`src/rtl/led_seq_pkg.sv`:
```
// Shared types and constants for the AXI4-Lite LED sequencer.
// Latency: n/a (declarations only).
// Backpressure: n/a.
//
// Contents: FSM state enum (ST_INIT is used only when LED_SEQ_TRI_INIT_EN is defined),
// pattern mode enum, AXI GPIO register offsets, AXI response code and an address helper.
package led_seq_pkg;

   typedef enum logic [1:0] {
      ST_IDLE = 2'd0,
      ST_ADDR = 2'd1,
      ST_RESP = 2'd2,
      ST_INIT = 2'd3
   } state_e;

   typedef enum logic {
      MODE_WALK  = 1'b0,
      MODE_COUNT = 1'b1
   } mode_e;

   localparam logic [8:0] GPIO_DATA_OFFSET = 9'h000;
   localparam logic [8:0] GPIO_TRI_OFFSET  = 9'h004;
   localparam logic [1:0] AXI_RESP_OKAY    = 2'b00;

   function automatic logic [31:0] gpio_addr(input logic [31:0] base, input logic [8:0] off);
      return base + {23'd0, off};
   endfunction

endpackage

```
`src/rtl/led_seq_tick_gen.sv`:
```
// Tick divider: raises a one-deep pending request every TICK_DIV enabled cycles.
// Latency: pending sets on the edge that ends the terminal-count cycle.
// Backpressure: one tick queued; a further terminal count while pending sets sticky overrun.
//
// Ports: i_clk/i_rst_n clock and async active-low reset, i_enable run/stop,
// i_consume clears pending (the FSM took the tick), o_pending queued tick, o_overrun sticky.
module led_seq_tick_gen #(
   parameter int TICK_DIV = 100_000_000
) (
   input  logic i_clk,
   input  logic i_rst_n,
   input  logic i_enable,
   input  logic i_consume,
   output logic o_pending,
   output logic o_overrun
);

   localparam int CW = $clog2(TICK_DIV);

   logic [CW-1:0] r_cnt;
   logic          r_pending;
   logic          r_overrun;
   logic          w_tc;

   assign w_tc      = i_enable && (r_cnt == CW'(TICK_DIV - 1));
   assign o_pending = r_pending;
   assign o_overrun = r_overrun;

   always_ff @(posedge i_clk or negedge i_rst_n) begin
      if (!i_rst_n) begin
         r_cnt     <= '0;
         r_pending <= 1'b0;
         r_overrun <= 1'b0;
      end else begin
         if (!i_enable || w_tc)
            r_cnt <= '0;
         else
            r_cnt <= r_cnt + CW'(1);

         // A new tick wins over a same-cycle consume, so the fresh tick stays queued.
         if (!i_enable)
            r_pending <= 1'b0;
         else if (w_tc)
            r_pending <= 1'b1;
         else if (i_consume)
            r_pending <= 1'b0;

         if (w_tc && r_pending && !i_consume)
            r_overrun <= 1'b1;
      end
   end

endmodule

```
`src/rtl/axi_lite_led_sequencer.sv`:
```
// AXI4-Lite write master that writes a walking-one or binary-count LED pattern to AXI GPIO per tick.
// Latency: awvalid/wvalid rise one edge after pending; done pulses on the edge that accepts bvalid.
// Backpressure: AW/W held until each handshake; bready only in RESP; extra ticks flag overrun.
//
// Ports: s_axi_aclk/s_axi_aresetn clock and async active-low reset; enable run/stop; mode
// 0=walking-one 1=count; m_axi_lite_ch1_* AXI4-Lite write channels; done completion pulse;
// status {err, overrun, 6'b0, last pattern[7:0], write count[15:0]}.
// Build option: define LED_SEQ_TRI_INIT_EN to write 0 to the GPIO tri-state register once after reset.
module axi_lite_led_sequencer
   import led_seq_pkg::*;
#(
   parameter int          TICK_DIV  = 100_000_000,
   parameter logic [31:0] GPIO_BASE = 32'h0000_0000,
   parameter int          GPIO_W    = 8
) (
   input  logic        s_axi_aclk,
   input  logic        s_axi_aresetn,
   input  logic        enable,
   input  logic        mode,
   output logic [31:0] m_axi_lite_ch1_awaddr,
   output logic [2:0]  m_axi_lite_ch1_awprot,
   output logic        m_axi_lite_ch1_awvalid,
   input  logic        m_axi_lite_ch1_awready,
   output logic [31:0] m_axi_lite_ch1_wdata,
   output logic [3:0]  m_axi_lite_ch1_wstrb,
   output logic        m_axi_lite_ch1_wvalid,
   input  logic        m_axi_lite_ch1_wready,
   input  logic [1:0]  m_axi_lite_ch1_bresp,
   input  logic        m_axi_lite_ch1_bvalid,
   output logic        m_axi_lite_ch1_bready,
   output logic        done,
   output logic [31:0] status
);

`ifdef LED_SEQ_TRI_INIT_EN
   localparam state_e RST_STATE = ST_INIT;
`else
   localparam state_e RST_STATE = ST_IDLE;
`endif

   state_e            r_state;
   logic [GPIO_W-1:0] r_pattern;
   logic [31:0]       r_awaddr;
   logic [31:0]       r_wdata;
   logic              r_awvalid;
   logic              r_wvalid;
   logic              r_bready;
   logic              r_done;
   logic              r_err;
   logic [7:0]        r_last_pat;
   logic [15:0]       r_count;

   logic [GPIO_W-1:0] w_next_pat;
   logic              w_pending;
   logic              w_overrun;
   logic              w_consume;
   logic              w_aw_ok;
   logic              w_w_ok;

   led_seq_tick_gen #(
      .TICK_DIV (TICK_DIV)
   ) u_tick_gen (
      .i_clk     (s_axi_aclk),
      .i_rst_n   (s_axi_aresetn),
      .i_enable  (enable),
      .i_consume (w_consume),
      .o_pending (w_pending),
      .o_overrun (w_overrun)
   );

   // Gating on enable keeps a tick that raced with enable falling from being issued.
   assign w_consume = (r_state == ST_IDLE) && w_pending && enable;

   // A channel is finished when its valid is already down or its handshake happens this edge.
   assign w_aw_ok = !r_awvalid || m_axi_lite_ch1_awready;
   assign w_w_ok  = !r_wvalid  || m_axi_lite_ch1_wready;

   // Shift-or rotate form stays legal for GPIO_W == 1 (rotation is then the identity).
   always_comb begin
      w_next_pat = r_pattern + GPIO_W'(1);
      if (mode_e'(mode) == MODE_WALK) begin
         if (r_pattern == '0)
            w_next_pat = GPIO_W'(1);
         else
            w_next_pat = (r_pattern << 1) | (r_pattern >> (GPIO_W - 1));
      end
   end

   always_ff @(posedge s_axi_aclk or negedge s_axi_aresetn) begin
      if (!s_axi_aresetn) begin
         r_state    <= RST_STATE;
         r_pattern  <= '0;
         r_awaddr   <= '0;
         r_wdata    <= '0;
         r_awvalid  <= 1'b0;
         r_wvalid   <= 1'b0;
         r_bready   <= 1'b0;
         r_done     <= 1'b0;
         r_err      <= 1'b0;
         r_last_pat <= '0;
         r_count    <= '0;
      end else begin
         r_done <= 1'b0;
         case (r_state)
`ifdef LED_SEQ_TRI_INIT_EN
            ST_INIT: begin
               // One-time tri-state write: all GPIO pins become outputs before any pattern.
               if (enable) begin
                  r_awaddr  <= gpio_addr(GPIO_BASE, GPIO_TRI_OFFSET);
                  r_wdata   <= '0;
                  r_awvalid <= 1'b1;
                  r_wvalid  <= 1'b1;
                  r_state   <= ST_ADDR;
               end
            end
`endif
            ST_IDLE: begin
               if (w_consume) begin
                  r_pattern <= w_next_pat;
                  r_awaddr  <= gpio_addr(GPIO_BASE, GPIO_DATA_OFFSET);
                  r_wdata   <= 32'(w_next_pat);
                  r_awvalid <= 1'b1;
                  r_wvalid  <= 1'b1;
                  r_state   <= ST_ADDR;
               end
            end
            ST_ADDR: begin
               if (m_axi_lite_ch1_awready)
                  r_awvalid <= 1'b0;
               if (m_axi_lite_ch1_wready)
                  r_wvalid <= 1'b0;
               if (w_aw_ok && w_w_ok) begin
                  r_bready <= 1'b1;
                  r_state  <= ST_RESP;
               end
            end
            ST_RESP: begin
               if (m_axi_lite_ch1_bvalid) begin
                  r_bready   <= 1'b0;
                  r_done     <= 1'b1;
                  r_count    <= r_count + 16'd1;
                  r_last_pat <= r_wdata[7:0];
                  if (m_axi_lite_ch1_bresp != AXI_RESP_OKAY)
                     r_err <= 1'b1;
                  r_state <= ST_IDLE;
               end
            end
            default: r_state <= ST_IDLE;
         endcase
      end
   end

   assign m_axi_lite_ch1_awaddr  = r_awaddr;
   assign m_axi_lite_ch1_awprot  = 3'b000;
   assign m_axi_lite_ch1_awvalid = r_awvalid;
   assign m_axi_lite_ch1_wdata   = r_wdata;
   assign m_axi_lite_ch1_wstrb   = 4'hF;
   assign m_axi_lite_ch1_wvalid  = r_wvalid;
   assign m_axi_lite_ch1_bready  = r_bready;
   assign done                   = r_done;
   assign status                 = {r_err, w_overrun, 6'd0, r_last_pat, r_count};

endmodule

```
`config.mk`:
```
export PLATFORM = sky130hd
export DESIGN_NAME = axi_lite_led_sequencer
export DESIGN_NICKNAME = d
export VERILOG_FILES = /design/src/rtl/led_seq_pkg.sv /design/src/rtl/led_seq_tick_gen.sv /design/src/rtl/axi_lite_led_sequencer.sv
export SDC_FILE = /design/constraint.sdc
export NUM_CORES = 1
export LEC_CHECK = 0
export ABC_AREA = 1
export ABC_CLOCK_PERIOD_IN_PS = 3290
export CORE_ASPECT_RATIO = 1.1
export CORE_MARGIN = 5
export CORE_UTILIZATION = 54
export CTS_BUF_LIST = sky130_fd_sc_hd__clkbuf_4 sky130_fd_sc_hd__clkbuf_8
export DETAILED_ROUTE_END_ITERATION = 10
export PLACE_DENSITY_LB_ADDON = 0.25
export SYNTH_ARGS = -nofsm -noshare
export SYNTH_HDL_FRONTEND = slang
export SYNTH_HIERARCHICAL = 1
export SYNTH_SLANG_ARGS = --single-unit
```
`constraint.sdc`:
```
create_clock -name s_axi_aclk -period 3.29 [get_ports s_axi_aclk]
set_input_delay 0.658 -clock s_axi_aclk [delete_from_list [all_inputs] [get_ports s_axi_aclk]]
set_output_delay 0.658 -clock s_axi_aclk [all_outputs]
set_load 0.05 [all_outputs]
```
Word level (Yosys, flattened, before mapping). Index checks and enable logic that the tools add are counted. Widths: inputs -> output; s select.

Latch bits: 0. Memories kept: 0. Input bits: 9. Output and inout port bits: 107. Memory bits (writable): 0. Register bits: 68. ROM bits: 0.

$lt $le $gt $ge: 0. Bitwise operators: 1. Shifts and indexed selects: 0. Multiply operators: 0. Div/mod/pow operators: 0. Reductions and logical operators: 25. $add $sub $neg: 3. Eq/ne operators: 9. Multiplexer cells: 20.

Operators by type and width (count): $add 27x1->27 const B (1); $eq 27x27->1 const B (1); $mux 27 (1); $add 16x1->16 const B (1); $mux 8 (2); $reduce_and 3->1 (5); $mux 1 (10); $add 8x1->8 const B (1); $logic_not 8->1 (1); $ne 2x2->1 const B (4); $or 8x1->8 (1); $logic_and 1x1->1 (6); $mux 2 (3); $pmux 1 s2 (3); $pmux 2 s3 (1); $reduce_bool 2->1 (3); $logic_not 1->1 (4); $reduce_and 2->1 (2); $logic_or 1x1->1 (3); $ne 3x1->1 const B (1); $eq 2x1->1 const B (1); $eq 2x2->1 const B (1); $logic_not 2->1 (1); $ne 2x1->1 const B (1).

Depth between registers and ports, before layout.
Word-level depth: 6. Gate-level depth with buffers: 9. Mapped depth without buffers: 9.

Cells and area by module. Netlist, hierarchy kept.

By module, submodules not included: axi_lite_led_sequencer (area each 2482.4 µm², cells each 297, instances 1); led_seq_tick_gen (area each 1741.7 µm², cells each 249, instances 1).

Worst setup path after synthesis. OpenSTA, ideal clock, no wires.

Path kind: flip-flop to flip-flop. Start point: register r_count[0]. End point: register r_count[12]. Path buffers: 0. Required time: 3.148 ns. Cell stages (with the launch flop): 6. Path slack: 1.697 ns. Arrival: 1.451 ns. Path through: dfrtp_1 -> ha_1 -> nand3_1 -> nor2_4 -> nand3_1 -> xnor2_1.

Word-level cells in the longest chain between the ends: 1.

Ends and longest elaborated chain: start: declaration (line axi_lite_led_sequencer.sv:51) `logic [15:0] r_count;`; start signal: assignment (line axi_lite_led_sequencer.sv:141) `r_count <= r_count + 16'd1;`; $add 16x1->16 (line axi_lite_led_sequencer.sv:141).

Every way passes these cells. A chain may end at the register's enable or synchronous reset.

Worst setup path in the final report.
Start point: register r_wdata[2] (netlist: m_axi_lite_ch1_wdata[2]). End point: output port m_axi_lite_ch1_wdata[2].

RTL lines: start: declaration (line axi_lite_led_sequencer.sv:44) `logic [31:0] r_wdata;`; start signal: assignment (line axi_lite_led_sequencer.sv:121) `r_wdata <= 32'(w_next_pat);`; end: declaration (line axi_lite_led_sequencer.sv:24) `output logic [31:0] m_axi_lite_ch1_wdata,`.

No word-level cell between the ends.

==> results.py <==
metrics = {
    "outcome": {
        "status": "complete, no violations",
    },
    "yosys": {
        "yosys_warnings": 6,
        "yosys-top-cells-count": "nand2_1 (140), nor2_1 (87), buf_4 (73)",
        "syn_avg_cell_area_um2": 7.736,
        "async_flop_share": 1.000,
        "synth_largest_area_cell": "dfrtp_1",
        "synth_ff_type": "dfrtp_1",
        "yosysSeqAreaShare": 0.4028,
        "netlist_top_cells_area": "dfrtp_1 (40%), buf_4 (13%), nand2_1 (12%), nor2_1 (7.7%), inv_1 (4.5%)",
        "synth_cell_types": 33,
        "synth.most_common_cell": "nand2_1",
        "syn-instance-count": 546,
        "ys_ff_latch": 68,
        "syn-cell-area_um2": 4224,
        "yosysTopAreaCellShare": 0.4028,
        "synth_edf_count": 0,
    },
    "critical_path": {
        "cp-start-kind": "flip-flop",
        "path_max_fanout": 8,
        "crit_type": "reg2out",
        "critPathMaxStageDelay_ns": 0.87,
        "worst-path-buf-inv": 1,
        "worstSetupPathDepth": 1,
        "cpLargestDelayFamily": "buffers and inverters",
        "crit_chain": "clkdlybuf4s50_1",
        "r2r_start": "u_tick_gen/r_cnt[0]$_DFF_PN0_",
        "end_kind": "output port",
        "r2r_slack_ns": 1.51,
        "crit_path_top_delay_cell": "clkdlybuf4s50_1",
        "critical_path_required_ns": 2.63,
        "r2r_end": "u_tick_gen/r_cnt[16]$_DFF_PN0_",
        "r2r_cells": 8,
        "arrival_ns": 1.70,
    },
    "sta": {
        "post-route-min-period_ns": 2.357,
        "setup_tns_ns": 0,
        "maxSlewHeadroom": 0.5705,
        "worstMarginPinSlew_ns": 0.6407,
        "rsz0062_at_grt": "no",
        "slew_viol_final": 0,
        "finalHoldViolations": 0,
        "period_share": 0.7164,
        "finalSetupViolCount": 0,
        "fmax_mhz": 424.3,
        "skew_ns": 0.01057,
    },
    "clock_tree": {
        "cts_num_sinks": 68,
        "cts-resized-gates": 0,
        "cts_setup_buffers": 0,
        "clk_pin_slew_worst_paths_ns": 0.08,
        "cts_buffers": 9,
        "postCtsHoldBufs": 0,
        "cts.path.max_buffers": 2,
        "clk-insertion-delay-late_ns": 0.34,
        "cts_tree": "yes",
        "ctsHtreeMaxLevel": 3,
        "cts_root_buf": "clkbuf_8",
    },
    "power_and_ir_drop": {
        "p_switching_w": 0.0007288,
        "ir_drop_v": 0.0003357,
        "internal_power_w": 0.001384,
        "pwr-share-comb": 0.217,
        "pwr-share-clk": 0.356,
        "leakagePower_nw": 2.281,
        "power.density_nw_per_um2": 449.0,
        "p_seq_frac": 0.427,
        "sw_frac_of_total": 0.3449,
    },
    "route": {
        "first_pass_iters": 5,
        "drc": 0,
        "antenna_left": 0,
        "wl_per_cell_um": 12.58,
        "drtIter0Drc": 193,
        "drt-total-wl_mm": 8.871,
        "vias": 3269,
        "via_per_inst": 4.637,
    },
    "layout": {
        "layoutNonFillerInstCount": 705,
        "diodes": 0,
        "drive_above_1_share": 0.08000,
        "fin_area_um2": 4706,
        "nNetsFinal": 608,
        "areaGrowthSynthToFinish_pct": 11.40,
        "fin_util": 0.6228,
    },
    "global_routing": {
        "antenna_found_initial": 0,
        "track_usage": 0.1922,
        "grt_pass1_wl_mm": 14.75,
        "grt.overflow.total": 0,
        "grt_pass1_vias": 3214,
        "grt_max_degree": 28,
    },
    "flow_run": {
        "cap_violations": 0,
    },
    "floorplanning": {
        "core_area_um2": 7556,
        "die_w_um": 94.33,
        "dieArea_um2": 9693,
        "rows": 33,
        "start_util": 0.5590,
        "die_h_um": 102.8,
        "boundaryPins": 116,
    },
    "hold_path": {
        "min-delay-path-class": "in2async",
    },
    "placement": {
        "placed_cell_area_um2": 4491,
        "place.gp.congestion": 0.8964,
        "hpwl_mm": 6.638,
        "io_buffer_count": 46,
        "dp.cells": 689,
    },
}
[cell usage in the layout, fill, tap and decap left out, types with 2 or more instances in the layout]
| cell | instances |
|---|---|
| ha_1 | 4 |
| clkinv_2 | 3 |
| inv_1 | 51 |
| nand4_1 | 3 |
| nor2_1 | 87 |
| xnor2_1 | 12 |
| xor2_1 | 17 |
| nand2_1 | 140 |
| nand2_2 | 3 |
| inv_2 | 2 |
| buf_4 | 2 |
| nor2_2 | 5 |
| nand2_4 | 3 |
| a21oi_1 | 10 |
| clkdlybuf4s50_1 | 45 |
| conb_1 | 69 |
| clkbuf_8 | 9 |
| and3_1 | 2 |
| o21ai_0 | 5 |
| nand3_1 | 29 |
| dfrtp_1 | 68 |
| nor2_4 | 3 |
| nor3_1 | 5 |
| o31ai_1 | 2 |
| nand3_2 | 2 |
| bufinv_16 | 2 |
| o21ai_2 | 6 |
[cell families after synthesis]
kind of cell             share of synthesized area
XOR/XNOR                                   0.06013
flip-flops                                  0.4028
AND/OR/NAND/NOR                             0.2977
AO/OA/AOI/OAI                              0.03969
other                                     0.001778
adder cells (fa/ha/maj)                    0.01185
buffers and inverters                       0.1860
[registers in the layout (all words and copies together), names as in the netlist]
register                count
u_tick_gen/r_cnt           27
r_count                    16
m_axi_lite_ch1_wdata        8
r_last_pat                  8
r_state                     2
done                        1
m_axi_lite_ch1_awvalid      1
m_axi_lite_ch1_bready       1
m_axi_lite_ch1_wvalid       1
r_err                       1
u_tick_gen/o_overrun        1
u_tick_gen/o_pending        1
[how the worst max path moves through the flow]
| stage | start | endpoint |
|---|---|---|
| floorplan | r_count[0]$_DFFE_PN0P_ | r_count[12]$_DFFE_PN0P_ |
| global placement | enable | u_tick_gen/o_overrun$_DFFE_PN0P_ |
| detailed placement | enable | m_axi_lite_ch1_wdata[3]$_DFFE_PN0P_ |
| CTS | m_axi_lite_ch1_wdata[2]$_DFFE_PN0P_ | m_axi_lite_ch1_wdata[2] |
| global route | m_axi_lite_ch1_wdata[2]$_DFFE_PN0P_ | m_axi_lite_ch1_wdata[2] |
| finish | m_axi_lite_ch1_wdata[2]$_DFFE_PN0P_ | m_axi_lite_ch1_wdata[2] |
[through the flow]
step | total power (W) | hold WS (ns) | setup WS [ns]
2_1_floorplan | 0.001327 | 0.3624 | 1.697
3_3_place_gp | 0.001369 | 0.4589 | 0.9908
3_5_place_dp | 0.001376 | 0.4643 | 0.8779
4_1_cts | 0.002131 | 0.3483 | 0.9222
5_1_grt | 0.002211 | 0.3817 | 0.8777
6_report | 0.002113 | 0.3431 | 0.9331
[worst register-to-register path: cells and delay by family, from the launching register on]
kind	cells	cell delay, ns
and+or+nand+nor	6	0.76
DFF	1	0.47
adders and majority gates	1	0.33
buffers and inverters	1	0.09
[per-layer routing]
layer / global-route usage / vias up / share of wire
met3: 0.06131 / 17 / 0.082
met5: 0 / - / 0
li1: - / 1630 / -
met2: 0.3062 / 125 / 0.48
met4: 0.07111 / 0 / 0.017
met1: 0.2467 / 1497 / 0.42
[power by group through the flow]
stage	clock network, W	registers (W)	logic [W]
after floorplan	0	0.00101	0.000314
after global placement	0	0.000917	0.000452
after detailed placement	0	0.000917	0.000459
after CTS	0.000770	0.000902	0.000459
after global routing	0.000817	0.000908	0.000486
final	0.000751	0.000903	0.000459
[area by class of cell]
type                       count  area [um2]
fill                         678        2850
multi-input combinational    415        1988
sequential                    68        1702
timing repair buffer          48       470.5
inverter                      53       198.9
tap                          105       131.4
clock buffer                   9       123.9
clock inverter                 7       91.34
Power figures use the tool's default switching activity.
